--- src/rtl/ram_stream_reader_if.sv ---
// Command, RAM port B and output stream signals of ram_stream_reader.
// slave is the reader's view; master is the view of whoever drives commands and the RAM.
interface ram_stream_reader_if #(
    parameter int unsigned DEPTH = 2048,
    parameter int unsigned WIDTH = 8
) ();
    localparam int unsigned DEPTH_BITS = $clog2(DEPTH);

    logic                  cmd_valid;
    logic                  cmd_ready;
    logic [DEPTH_BITS-1:0] cmd_addr;
    logic [DEPTH_BITS:0]   cmd_len;
    logic [DEPTH_BITS-1:0] ram_address_b;
    logic [WIDTH-1:0]      ram_q_b;
    logic                  out_valid;
    logic                  out_ready;
    logic [WIDTH-1:0]      out_data;
    logic                  out_last;

    modport slave (
        input  cmd_valid, cmd_addr, cmd_len, ram_q_b, out_ready,
        output cmd_ready, ram_address_b, out_valid, out_data, out_last
    );

    modport master (
        output cmd_valid, cmd_addr, cmd_len, ram_q_b, out_ready,
        input  cmd_ready, ram_address_b, out_valid, out_data, out_last
    );
endinterface

--- src/rtl/ram_stream_reader.sv ---
// Sequential reader for a RAM read port with 1-cycle latency, streaming words
// through a 4-entry FIFO onto a valid/ready output with a last marker.
module ram_stream_reader #(
    parameter int unsigned DEPTH = 2048,
    parameter int unsigned WIDTH = 8
) (
    input  logic               clock,
    input  logic               reset,
    ram_stream_reader_if.slave bus,
    output logic               busy
);
    localparam int unsigned DEPTH_BITS = $clog2(DEPTH);
    localparam logic [DEPTH_BITS:0]   LenOne  = {{DEPTH_BITS{1'b0}}, 1'b1};
    localparam logic [DEPTH_BITS-1:0] AddrOne = {{(DEPTH_BITS-1){1'b0}}, 1'b1};

    typedef enum logic [1:0] {StIdle, StRun, StDrain} state_e;

    state_e                state_q, state_d;
    logic [DEPTH_BITS-1:0] addr_q, addr_d;
    logic [DEPTH_BITS:0]   remaining_q, remaining_d;
    logic                  issue, issue_last;
    logic                  issue_q, issue_last_q;
    logic [WIDTH-1:0]      fifo_data_q [4];
    logic [3:0]            fifo_last_q;
    logic [1:0]            rd_ptr_q, wr_ptr_q;
    logic [2:0]            count_q;
    logic                  push, pop, head_valid, head_last;

    assign head_valid = (count_q != 3'd0);
    assign head_last  = fifo_last_q[rd_ptr_q];
    assign pop        = head_valid && bus.out_ready;
    // The read issued last cycle returns data now; it lands in the FIFO this edge.
    assign push       = issue_q;

    always_comb begin
        state_d     = state_q;
        addr_d      = addr_q;
        remaining_d = remaining_q;
        // Count the in-flight read so the FIFO can never overflow.
        issue       = (state_q == StRun) && ((count_q + {2'b00, issue_q}) < 3'd4);
        issue_last  = issue && (remaining_q == LenOne);
        case (state_q)
            StIdle: begin
                if (bus.cmd_valid) begin
                    addr_d      = bus.cmd_addr;
                    remaining_d = bus.cmd_len;
                    if (bus.cmd_len != '0) begin
                        state_d = StRun;
                    end
                end
            end
            StRun: begin
                if (issue) begin
                    addr_d      = addr_q + AddrOne;
                    remaining_d = remaining_q - LenOne;
                    if (issue_last) begin
                        state_d = StDrain;
                    end
                end
            end
            StDrain: begin
                if (pop && head_last) begin
                    state_d = StIdle;
                end
            end
            default: state_d = StIdle;
        endcase
    end

    always_ff @(posedge clock) begin
        if (reset) begin
            state_q      <= StIdle;
            addr_q       <= '0;
            remaining_q  <= '0;
            issue_q      <= 1'b0;
            issue_last_q <= 1'b0;
            fifo_last_q  <= '0;
            rd_ptr_q     <= 2'd0;
            wr_ptr_q     <= 2'd0;
            count_q      <= 3'd0;
        end else begin
            state_q      <= state_d;
            addr_q       <= addr_d;
            remaining_q  <= remaining_d;
            issue_q      <= issue;
            issue_last_q <= issue_last;
            if (push) begin
                fifo_last_q[wr_ptr_q] <= issue_last_q;
                wr_ptr_q              <= wr_ptr_q + 2'd1;
            end
            if (pop) begin
                rd_ptr_q <= rd_ptr_q + 2'd1;
            end
            case ({push, pop})
                2'b10:   count_q <= count_q + 3'd1;
                2'b01:   count_q <= count_q - 3'd1;
                default: count_q <= count_q;
            endcase
        end
    end

    always_ff @(posedge clock) begin
        if (!reset && push) begin
            fifo_data_q[wr_ptr_q] <= bus.ram_q_b;
        end
    end

    assign bus.cmd_ready     = (state_q == StIdle);
    assign bus.ram_address_b = addr_q;
    assign bus.out_valid     = head_valid;
    assign bus.out_data      = head_valid ? fifo_data_q[rd_ptr_q] : '0;
    assign bus.out_last      = head_valid && head_last;
    assign busy              = (state_q != StIdle);
endmodule

--- src/flat_wrapper.sv ---
// flat-port wrapper written by rule: the top's interface ports become plain ports
module ram_stream_reader_flat 
#(
    parameter int unsigned DEPTH = 2048,
    parameter int unsigned WIDTH = 8
)
  (clock, reset, busy, bus_cmd_valid, bus_cmd_addr, bus_cmd_len, bus_ram_q_b, bus_out_ready, bus_cmd_ready, bus_ram_address_b, bus_out_valid, bus_out_data, bus_out_last);
  ram_stream_reader_if #(.DEPTH(DEPTH), .WIDTH(WIDTH)) bus_i ();
  input  logic clock;
  input  logic reset;
  output logic busy;
  input wire logic [$bits(bus_i.cmd_valid)-1:0] bus_cmd_valid;
  input wire logic [$bits(bus_i.cmd_addr)-1:0] bus_cmd_addr;
  input wire logic [$bits(bus_i.cmd_len)-1:0] bus_cmd_len;
  input wire logic [$bits(bus_i.ram_q_b)-1:0] bus_ram_q_b;
  input wire logic [$bits(bus_i.out_ready)-1:0] bus_out_ready;
  output wire logic [$bits(bus_i.cmd_ready)-1:0] bus_cmd_ready;
  output wire logic [$bits(bus_i.ram_address_b)-1:0] bus_ram_address_b;
  output wire logic [$bits(bus_i.out_valid)-1:0] bus_out_valid;
  output wire logic [$bits(bus_i.out_data)-1:0] bus_out_data;
  output wire logic [$bits(bus_i.out_last)-1:0] bus_out_last;
  assign bus_i.cmd_valid = bus_cmd_valid;
  assign bus_i.cmd_addr = bus_cmd_addr;
  assign bus_i.cmd_len = bus_cmd_len;
  assign bus_i.ram_q_b = bus_ram_q_b;
  assign bus_i.out_ready = bus_out_ready;
  assign bus_cmd_ready = bus_i.cmd_ready;
  assign bus_ram_address_b = bus_i.ram_address_b;
  assign bus_out_valid = bus_i.out_valid;
  assign bus_out_data = bus_i.out_data;
  assign bus_out_last = bus_i.out_last;
  ram_stream_reader #(.DEPTH(DEPTH), .WIDTH(WIDTH)) u_core (.clock(clock), .reset(reset), .bus(bus_i), .busy(busy));
endmodule
--- config.mk ---
export PLATFORM = sky130hd
export DESIGN_NAME = ram_stream_reader_flat
export DESIGN_NICKNAME = d
export VERILOG_FILES = /design/src/rtl/ram_stream_reader_if.sv /design/src/rtl/ram_stream_reader.sv /design/src/flat_wrapper.sv
export SDC_FILE = /design/constraint.sdc
export NUM_CORES = 1
export LEC_CHECK = 0
export CORE_ASPECT_RATIO = 0.7
export CORE_MARGIN = 2
export CORE_UTILIZATION = 48
export DETAILED_ROUTE_END_ITERATION = 10
export GPL_TIMING_DRIVEN = 0
export PLACE_DENSITY = 0.75
export SKIP_CTS_REPAIR_TIMING = 1
export SYNTH_ARGS = -nofsm -noshare
export SYNTH_HDL_FRONTEND = slang
export SYNTH_SLANG_ARGS = --single-unit
--- constraint.sdc ---
create_clock -name clock -period 1.9 [get_ports clock]
set_input_delay 0.19 -clock clock [delete_from_list [all_inputs] [get_ports clock]]
set_output_delay 0.19 -clock clock [all_outputs]
set_load 0.05 [all_outputs]
==> results.sh, run 1 <==
export IMPL_dr_pass1_iters=5
export IMPL_synth_ff_type="dfxtp_1"
export IMPL_gp_congestion=0.985
export IMPL_status="finished with violations"
export IMPL_max_freq_mhz=520
export IMPL_swShare_pct=35.9
export IMPL_slew_viol_final=0
export IMPL_critPathCapture="u_core.fifo_data_q[1][1]$_DFFE_PP_"
export IMPL_internal_power_w=0.00333
export IMPL_drv_cap=0
export IMPL_post_route_period_util_pct=101
export IMPL_drt_initial_drc_count=288
export IMPL_hold_ws_ps=427
export IMPL_fin_crit_ps=1920
export IMPL_synth_seq_area_share_pct=48.2
export IMPL_crit_family="buffers and inverters"
export IMPL_pwr_share_clk_pct=26.0
export IMPL_pwr_share_comb_pct=36.7
export IMPL_critPathLaunch="reset"
export IMPL_grt_pass1_wl_um=16200
export IMPL_ant_nets=0
export IMPL_overflow=0
export IMPL_fill_cells=595
export IMPL_drc=0
export IMPL_worstSkewPairLatency_ps=350
export IMPL_detail_route_wl_per_cell_um=19.5
export IMPL_path_clk_slew_ps=80
export IMPL_diodes=0
export IMPL_pre_cts_ws_ps=-700
export IMPL_synth_net_count=393
export IMPL_reg2reg_from="u_core.count_q[2]$_SDFFE_PP0P_"
export IMPL_drt_wl_total_um=10200
export IMPL_ir_worst_vdd_mv=0.833
export IMPL_max_slew_margin_rel_pct=52.8
export IMPL_crit_cells=4
export IMPL_syn_inst=349
export IMPL_crit_chain="clkdlybuf4s50_1 -> clkbuf_1 -> clkbuf_2 -> nor2_2"
export IMPL_syn_area_um2=3650
export IMPL_final_common_cell="clkdlybuf4s50_1"
export IMPL_antenna_found_initial=0
export IMPL_synth_seq_cells=72
export IMPL_critPathArrivalTime_ps=1910
export IMPL_nets=462
export IMPL_sequentialPowerShare_pct=37.3
export IMPL_setup_violations=16
export IMPL_coreArea_um2=7350
export IMPL_cts_buffer_depth=2
export IMPL_synth_edf_count=32
export IMPL_r2r_slack_ps=20
export IMPL_die_width_um=108
export IMPL_cp_max_fo=10
export IMPL_start_util_pct=49.7
export IMPL_layout_drive_gt1_share_pct=23.9
export IMPL_rows=26
export IMPL_fin_skew_ps=11.8
export IMPL_grt_pass1_vias=3041
export IMPL_grt_max_degree=15
export IMPL_hold_path_class="input port to flip-flop"
export IMPL_cts_buffers=9
export IMPL_netlist_cell_type_count=62
export IMPL_endpoint_kind="flip-flop"
export IMPL_required_ps=1880
export IMPL_syn_to_final_growth_pct=30.4
export IMPL_via_per_inst=6.16
export IMPL_cp_slowest_stage_delay_ps=530
export IMPL_p_switching_w=0.00186
export IMPL_reg2reg_to="u_core.remaining_q[7]$_SDFFE_PP0P_"
export IMPL_place_hpwl_um=7160
export IMPL_violations="setup timing"
export IMPL_cts_htree_levels=3
export IMPL_cp_start_kind="input port"
export IMPL_final_cell_mix="clkdlybuf4s50_1 (41), dfxtp_1 (33), edfxtp_1 (32)"
export IMPL_yosys_warnings=0
export IMPL_worst_slew_pin_slew_ps=708
export IMPL_port_buffers=57
export IMPL_cts_sinks=72
export IMPL_hold_viol=0
export IMPL_slowest_stage="clkdlybuf4s50_1"
export IMPL_async_flop_share_pct=0
export IMPL_route_vias_total=3208
export IMPL_avgSynthCellArea_um2=10.5
export IMPL_powerDensity_nw_per_um2=1090
export IMPL_r2r_cells=6
export IMPL_grt_util_all_layers_pct=25.5
export IMPL_rsz0062_at_grt="true"
export IMPL_die_y_um=77.0
export IMPL_die_area_um2=8340
export IMPL_critical_path_class="input port to flip-flop"
export IMPL_ios=58
export IMPL_tritoncts="done"
export IMPL_cts_root_buf="clkbuf_8"
export IMPL_setup_ws_ps=-22.6
export IMPL_p_leak_nw=1.74
export IMPL_cp_num_buf_inv=3
## cell families (layout without fill, tap and decap cells)
family          Yosys count  after routing  synth area share, %
simple gates            122            122                 18.0
compound gates           80             80                 16.8
flops                    72             72                 48.2
buf+inv                  46            120                 4.96
mux                      14             14                 7.33
fa+ha+maj                 9              9                 3.29
xor+xnor                  6              6                 1.44
## routing by layer
metal  vias up  GRT usage (%)  routed length, µm
met3        29           5.70                972
met2       189           36.2               4380
met5         -              0                  0
met4         0           6.54                201
li1       1465              -                  -
met1      1525           39.1               4620
## synthesized netlist by cell type (all sizes together), types with 2 or more instances
cell type | number | area share, %
ha | 8 | 2.7
nor2 | 23 | 2.4
or3 | 2 | 0.34
or4 | 7 | 1.6
nand3 | 12 | 1.6
edfxtp | 32 | 26
mux2 | 2 | 0.62
nand4 | 4 | 0.68
mux2i | 3 | 1.2
nor4 | 7 | 1.4
nand3b | 2 | 0.41
clkbuf | 13 | 1.3
mux4 | 9 | 5.5
or3b | 2 | 0.48
a32o | 3 | 0.82
o22ai | 16 | 2.7
or2 | 2 | 0.34
buf | 8 | 1.1
o32ai | 4 | 0.96
nor2b | 5 | 0.86
o41ai | 3 | 0.92
nand2b | 3 | 0.51
a22o | 4 | 0.96
xnor2 | 2 | 0.48
a221oi | 14 | 4.2
and3 | 6 | 1.0
a21oi | 12 | 1.6
inv | 24 | 2.5
a31oi | 2 | 0.34
o21ai | 9 | 1.2
xor2 | 4 | 0.96
nor3 | 4 | 0.55
nand2 | 28 | 2.9
dfxtp | 40 | 22
and2 | 11 | 1.9
## layout make-up
class,count,area [µm²],share of cell area [%]
clock buffers,10,128,2.68
clock inverters,6,92.6,1.94
plain buffers,19,111,2.34
well taps,98,123,2.57
multi-input cells,231,1830,38.4
inverters,25,93.8,1.97
repair buffers,60,611,12.8
flip-flops and latches,72,1780,37.3
## flip-flops by register name, indices dropped and copies added, names as in the netlist, named ones only
register	cells
u_core.count_q	3
u_core.fifo_last_q	4
u_core.bus.ram_address_b	11
u_core.issue_last_q	1
u_core.rd_ptr_q	2
u_core.remaining_q	12
u_core.fifo_data_q	32
u_core.state_q	2
u_core.issue_q	1
u_core.wr_ptr_q	2
## tightest hold or removal path, cell delays in order
cell and delay (ps):
clkdlybuf4s50_1 400, nand2_1 60, a311oi_1 80
## stage by stage
stage	power [W]	area, µm²	setup TNS, ps	util (%)	std cells
after CTS	0.00496	4570	-19220	62.2	520
after floorplan	0.00307	3660	0	-	349
after global placement	0.00359	4350	-30270	59.2	504
after detailed placement	0.00362	4350	-31700	59.2	504
after global routing	0.00542	4770	-2420	64.8	521
final	0.00519	4770	-159	64.8	521
## worst min path at each step
| stage | depth (start not counted) | slack [ps] | endpoint | startpoint |
|---|---|---|---|---|
| finish | 3 | 430 | u_core.bus.ram_address_b[1]$_SDFFE_PP0P_ | bus_cmd_addr[1] |
| detailed placement | 2 | 450 | u_core.fifo_last_q[0]$_SDFFE_PP0P_ | u_core.fifo_last_q[0]$_SDFFE_PP0P_ |
| floorplan | 0 | 290 | u_core.fifo_data_q[0][0]$_DFFE_PP_ | bus_ram_q_b[0] |
| CTS | 3 | 420 | u_core.bus.ram_address_b[1]$_SDFFE_PP0P_ | bus_cmd_addr[1] |
| global route | 3 | 440 | u_core.bus.ram_address_b[1]$_SDFFE_PP0P_ | bus_cmd_addr[1] |
| global placement | 2 | 440 | u_core.fifo_last_q[3]$_SDFFE_PP0P_ | u_core.fifo_last_q[3]$_SDFFE_PP0P_ |
## power by group through the flow
stage / Combinational (W) / Sequential, W / Clock, W
floorplan: 0.00110 / 0.00197 / 0
global placement: 0.00169 / 0.00190 / 0
detailed placement: 0.00172 / 0.00190 / 0
CTS: 0.00173 / 0.00187 / 0.00136
global route: 0.00204 / 0.00195 / 0.00143
finish: 0.00191 / 0.00193 / 0.00135
Note: power is estimated with default switching activity, not from simulation.
==> run 2, diff against run 1 <==
- CTS_CLUSTER_DIAMETER: not set -> 100
- CTS_CLUSTER_SIZE: not set -> 25
- GPL_TIMING_DRIVEN: 0 -> not set
==> results.sh, run 2 (same netlist as run 1, synthesis figures left out) <==
export IMPL_status="finished with violations"
export IMPL_violations="setup timing"
export IMPL_hold_viol=0
export IMPL_final_util_pct=67.2
export IMPL_slew_viol_final=0
export IMPL_powerDensity_nw_per_um2=1080
export IMPL_final_common_cell="clkdlybuf4s50_1"
export IMPL_drt_wl_total_um=9370
export IMPL_cts_root_buf="clkbuf_8"
export IMPL_nets=479
export IMPL_cts_buffer_depth=2
export IMPL_die_area_um2=8340
export IMPL_coreArea_um2=7350
export IMPL_ios=58
export IMPL_tritoncts="done"
export IMPL_cp_slowest_stage_delay_ps=380
export IMPL_layout_drive_gt1_share_pct=25.5
export IMPL_ant_nets=0
export IMPL_top_register="u_core.fifo_data_q"
export IMPL_crit_chain="or3_4 -> and2_4 -> ha_4 -> inv_2 -> fa_2 -> xor2_2 -> or3_1 -> a21oi_2"
export IMPL_place_hpwl_um=6700
export IMPL_hold_ws_ps=424
export IMPL_cts_sinks=72
export IMPL_postLayoutCellArea_um2=4940
export IMPL_max_slew_margin_rel_pct=66.2
export IMPL_post_route_period_util_pct=100
export IMPL_path_clk_slew_ps=80
export IMPL_drc=0
export IMPL_cp_start_kind="flip-flop"
export IMPL_drv_cap=0
export IMPL_setup_ws_ps=-1.86
export IMPL_grt_max_degree=26
export IMPL_gp_congestion=0.923
export IMPL_final_cell_mix="clkdlybuf4s50_1 (42), dfxtp_1 (36), buf_4 (36)"
export IMPL_crit_family="simple AND/OR/NAND/NOR gates"
export IMPL_antenna_found_initial=0
export IMPL_overflow=0
export IMPL_dr_pass1_iters=5
export IMPL_rsz0062_at_grt="true"
export IMPL_grt_pass1_wl_um=15100
export IMPL_worst_slew_pin_slew_ps=506
export IMPL_critPathArrivalTime_ps=2190
export IMPL_die_y_um=77.0
export IMPL_route_vias_total=3193
export IMPL_placed_cells=520
export IMPL_drt_initial_drc_count=330
export IMPL_fin_crit_ps=1900
export IMPL_endpoint_kind="flip-flop"
export IMPL_rows=26
export IMPL_largest_reg_flops=32
export IMPL_cp_max_fo=2
export IMPL_grt_pass1_vias=3087
export IMPL_start_util_pct=49.7
export IMPL_max_freq_mhz=526
export IMPL_p_leak_nw=1.83
export IMPL_fin_skew_ps=8.63
export IMPL_placed_area_um2=4560
export IMPL_slowest_stage="or3_4"
export IMPL_cts_htree_levels=3
export IMPL_cts_buffers=9
export IMPL_detail_route_wl_per_cell_um=17.4
export IMPL_die_width_um=108
export IMPL_required_ps=2190
export IMPL_worstSkewPairLatency_ps=350
export IMPL_ir_worst_vdd_mv=0.639
export IMPL_port_buffers=57
export IMPL_syn_to_final_growth_pct=35.1
export IMPL_cp_num_buf_inv=1
export IMPL_diodes=0
export IMPL_hold_path_class="input port to flip-flop"
export IMPL_setup_violations=1
export IMPL_via_per_inst=5.93
export IMPL_critical_path_class="flip-flop to flip-flop"
export IMPL_grt_util_all_layers_pct=23.4
export IMPL_fin_cells=538
run 2: final timing paths:
| path | startpoint | depth (start not counted) | to | slack [ps] |
|---|---|---|---|---|
| max | u_core.count_q[2]$_SDFFE_PP0P_ | 8 | u_core.count_q[2]$_SDFFE_PP0P_ | -2 |
| min | bus_cmd_addr[1] | 3 | u_core.bus.ram_address_b[1]$_SDFFE_PP0P_ | 420 |
| max reg2reg | u_core.count_q[2]$_SDFFE_PP0P_ | 8 | u_core.count_q[2]$_SDFFE_PP0P_ | -2 |
| min reg2reg | u_core.fifo_last_q[0]$_SDFFE_PP0P_ | 2 | u_core.fifo_last_q[0]$_SDFFE_PP0P_ | 470 |
run 2: layout make-up:
cell class	instances	area [µm²]
fill	577	2410
multi-input combinational	231	1770
sequential	72	1770
timing repair buffer	96	948
clock buffer	9	124
tap	98	123
clock inverter	7	105
inverter	25	97.6
run 2: per-layer routing:
metal,track usage [%],wire length [µm]
met3,7.40,846
met4,6.54,141
met1,33.7,4290
met5,0,0
met2,33.9,4100
run 2: per-stage QoR:
stage          setup TNS, ps  setup slack [ps]  total power, W
2_1_floorplan              0              10.4         0.00307
4_1_cts                 -313             -47.8         0.00511
6_report               -1.86             -1.86         0.00533
3_3_place_gp            -154              -154         0.00372
5_1_grt                 -145             -96.2         0.00557
3_5_place_dp            -242              -242         0.00375
run 2: power by group:
| group | switching [W] | total (W) | internal, W |
|---|---|---|---|
| combinational | 0.00114 | 0.00209 | 0.000955 |
| clock | 0.000616 | 0.00137 | 0.000754 |
| sequential | 0.000125 | 0.00186 | 0.00174 |
run 2: worst min-delay path: stages:
cell and delay [ps]:
clkdlybuf4s50_1 400, nand2_1 60, a311oi_1 80
==> run 3, diff against run 2 <==
- CORE_UTILIZATION: 48 -> 55
- DONT_BUFFER_PORTS: not set -> 1
- PLACE_DENSITY: 0.75 -> 0.73
==> results.sh, run 3 (same netlist as run 1, synthesis figures left out) <==
export IMPL_status="finished with violations"
export IMPL_violations="setup timing"
export IMPL_drt_wl_total_um=9060
export IMPL_cp_max_fo=2
export IMPL_hold_viol=0
export IMPL_worstSkewPairLatency_ps=350
export IMPL_drv_cap=0
export IMPL_drt_initial_drc_count=262
export IMPL_start_util_pct=57.7
export IMPL_diodes=0
export IMPL_largest_reg_flops=32
export IMPL_cts_buffers=9
export IMPL_cts_sinks=72
export IMPL_hold_path_class="input port to flip-flop"
export IMPL_cp_start_kind="flip-flop"
export IMPL_dr_pass1_iters=4
export IMPL_place_hpwl_um=6040
export IMPL_reg2reg_to="u_core.count_q[2]$_SDFFE_PP0P_"
export IMPL_cts_buffer_depth=2
export IMPL_gp_congestion=0.921
export IMPL_ir_worst_vdd_mv=0.602
export IMPL_critPathArrivalTime_ps=2350
export IMPL_final_cell_mix="buf_4 (38), dfxtp_1 (37), edfxtp_1 (32)"
export IMPL_holdCritStartpoint="bus_cmd_valid"
export IMPL_setup_ws_ps=-169
export IMPL_placed_area_um2=4010
export IMPL_path_clk_slew_ps=80
export IMPL_drc=0
export IMPL_setup_violations=1
export IMPL_detail_route_wl_per_cell_um=18.6
export IMPL_holdPathEnd="u_core.state_q[0]$_SDFFE_PP0P_"
export IMPL_slowest_stage="or3_1"
export IMPL_worst_slew_pin_slew_ps=406
export IMPL_ios=58
export IMPL_max_freq_mhz=483
export IMPL_fill_cells=466
export IMPL_fin_crit_ps=2070
export IMPL_grt_util_all_layers_pct=24.7
export IMPL_cts_htree_levels=3
export IMPL_rows=24
export IMPL_tritoncts="done"
export IMPL_postLayoutCellArea_um2=4410
export IMPL_post_route_period_util_pct=109
export IMPL_cts_root_buf="clkbuf_8"
export IMPL_die_width_um=101
export IMPL_required_ps=2180
export IMPL_coreArea_um2=6340
export IMPL_p_leak_nw=1.59
export IMPL_layout_drive_gt1_share_pct=26.8
export IMPL_die_area_um2=7320
export IMPL_slew_viol_final=0
export IMPL_antenna_found_initial=0
export IMPL_route_vias_total=2977
export IMPL_cp_slowest_stage_delay_ps=420
export IMPL_rsz0062_at_grt="true"
export IMPL_grt_pass1_wl_um=13700
export IMPL_reg2reg_from="u_core.count_q[2]$_SDFFE_PP0P_"
export IMPL_via_per_inst=6.13
export IMPL_fin_skew_ps=10.7
export IMPL_ant_nets=0
export IMPL_final_common_cell="buf_4"
export IMPL_max_slew_margin_rel_pct=72.7
export IMPL_overflow=0
export IMPL_crit_chain="or3_4 -> and2_4 -> ha_4 -> inv_2 -> fa_2 -> xor2_2 -> or3_1 -> a21oi_2"
export IMPL_r2r_cells=8
export IMPL_grt_pass1_vias=2726
export IMPL_powerDensity_nw_per_um2=1110
export IMPL_grt_max_degree=43
export IMPL_die_y_um=72.2
export IMPL_pre_cts_ws_ps=-85.0
export IMPL_nets=434
export IMPL_syn_to_final_growth_pct=20.7
export IMPL_top_register="u_core.fifo_data_q"
export IMPL_hold_depth=2
export IMPL_endpoint_kind="flip-flop"
export IMPL_r2r_slack_ps=-170
export IMPL_port_buffers=0
export IMPL_critical_path_class="flip-flop to flip-flop"
==> run 3: changes by cell type in the layout (fill, tap and decap cells not counted), moves of 2 or more <==
cell	previous run	this run
buf_4	36	38
and2_4	6	9
dlymetal6s2s_1	3	0
dlygate4sd3_1	0	9
clkdlybuf4s50_1	42	0
buf_12	5	3
buf_8	2	0
and2_1	5	1
buf_6	8	1
==> run 3: layout make-up <==
| class | count | area [µm²] | share of cell area (%) |
|---|---|---|---|
| clock buffers | 9 | 124 | 2.81 |
| clock inverters | 7 | 80.1 | 1.81 |
| inverters | 25 | 93.8 | 2.13 |
| multi-input cells | 231 | 1790 | 40.5 |
| flip-flops and latches | 72 | 1770 | 40.0 |
| well taps | 91 | 114 | 2.58 |
| repair buffers | 51 | 447 | 10.1 |
==> run 3: critical path, delay by kind of cell (launching register included) <==
kind | cells | cell delay (ps)
buf+inv | 1 | 60
flops | 1 | 340
xor+xnor | 1 | 90
simple gates | 3 | 970
fa+ha+maj | 2 | 390
compound gates | 1 | 150
==> run 3: routing by layer <==
layer | wire length [µm] | global-route usage (%) | vias to the layer above
li1 | - | - | 1408
met1 | 4130 | 36.9 | 1412
met2 | 3950 | 34.5 | 143
met3 | 789 | 8.29 | 14
met4 | 187 | 6.31 | 0
met5 | 0 | 0 | -
==> run 3: worst max path at each step <==
stage	cells after the start	startpoint	endpoint
after floorplan	8	u_core.count_q[0]$_SDFFE_PP0P_	u_core.count_q[2]$_SDFFE_PP0P_
after global placement	8	u_core.count_q[0]$_SDFFE_PP0P_	u_core.count_q[2]$_SDFFE_PP0P_
after detailed placement	8	u_core.count_q[1]$_SDFFE_PP0P_	u_core.count_q[2]$_SDFFE_PP0P_
after CTS	8	u_core.count_q[1]$_SDFFE_PP0P_	u_core.count_q[2]$_SDFFE_PP0P_
after global routing	8	u_core.count_q[2]$_SDFFE_PP0P_	u_core.count_q[2]$_SDFFE_PP0P_
final	8	u_core.count_q[2]$_SDFFE_PP0P_	u_core.count_q[2]$_SDFFE_PP0P_
==> run 3: through the flow <==
| stage | utilization [%] | total power (W) | std cells | hold WS, ps | TNS [ps] |
|---|---|---|---|---|---|
| 5_1_grt | 69.6 | 0.00512 | 486 | 30.3 | -208 |
| 4_1_cts | 66.4 | 0.00469 | 474 | -121 | -428 |
| 3_5_place_dp | 63.2 | 0.00345 | 458 | 267 | -85.0 |
| 2_1_floorplan | - | 0.00307 | 349 | 289 | 0 |
| 6_report | 69.6 | 0.00489 | 486 | 31.7 | -169 |
| 3_3_place_gp | 63.2 | 0.00341 | 458 | 262 | 0 |
==> run 3: power breakdown <==
group / internal [W] / total [W] / switching [W]
clock: 0.000622 / 0.00125 / 0.000630
sequential: 0.00174 / 0.00185 / 0.000113
combinational: 0.000703 / 0.00179 / 0.00109
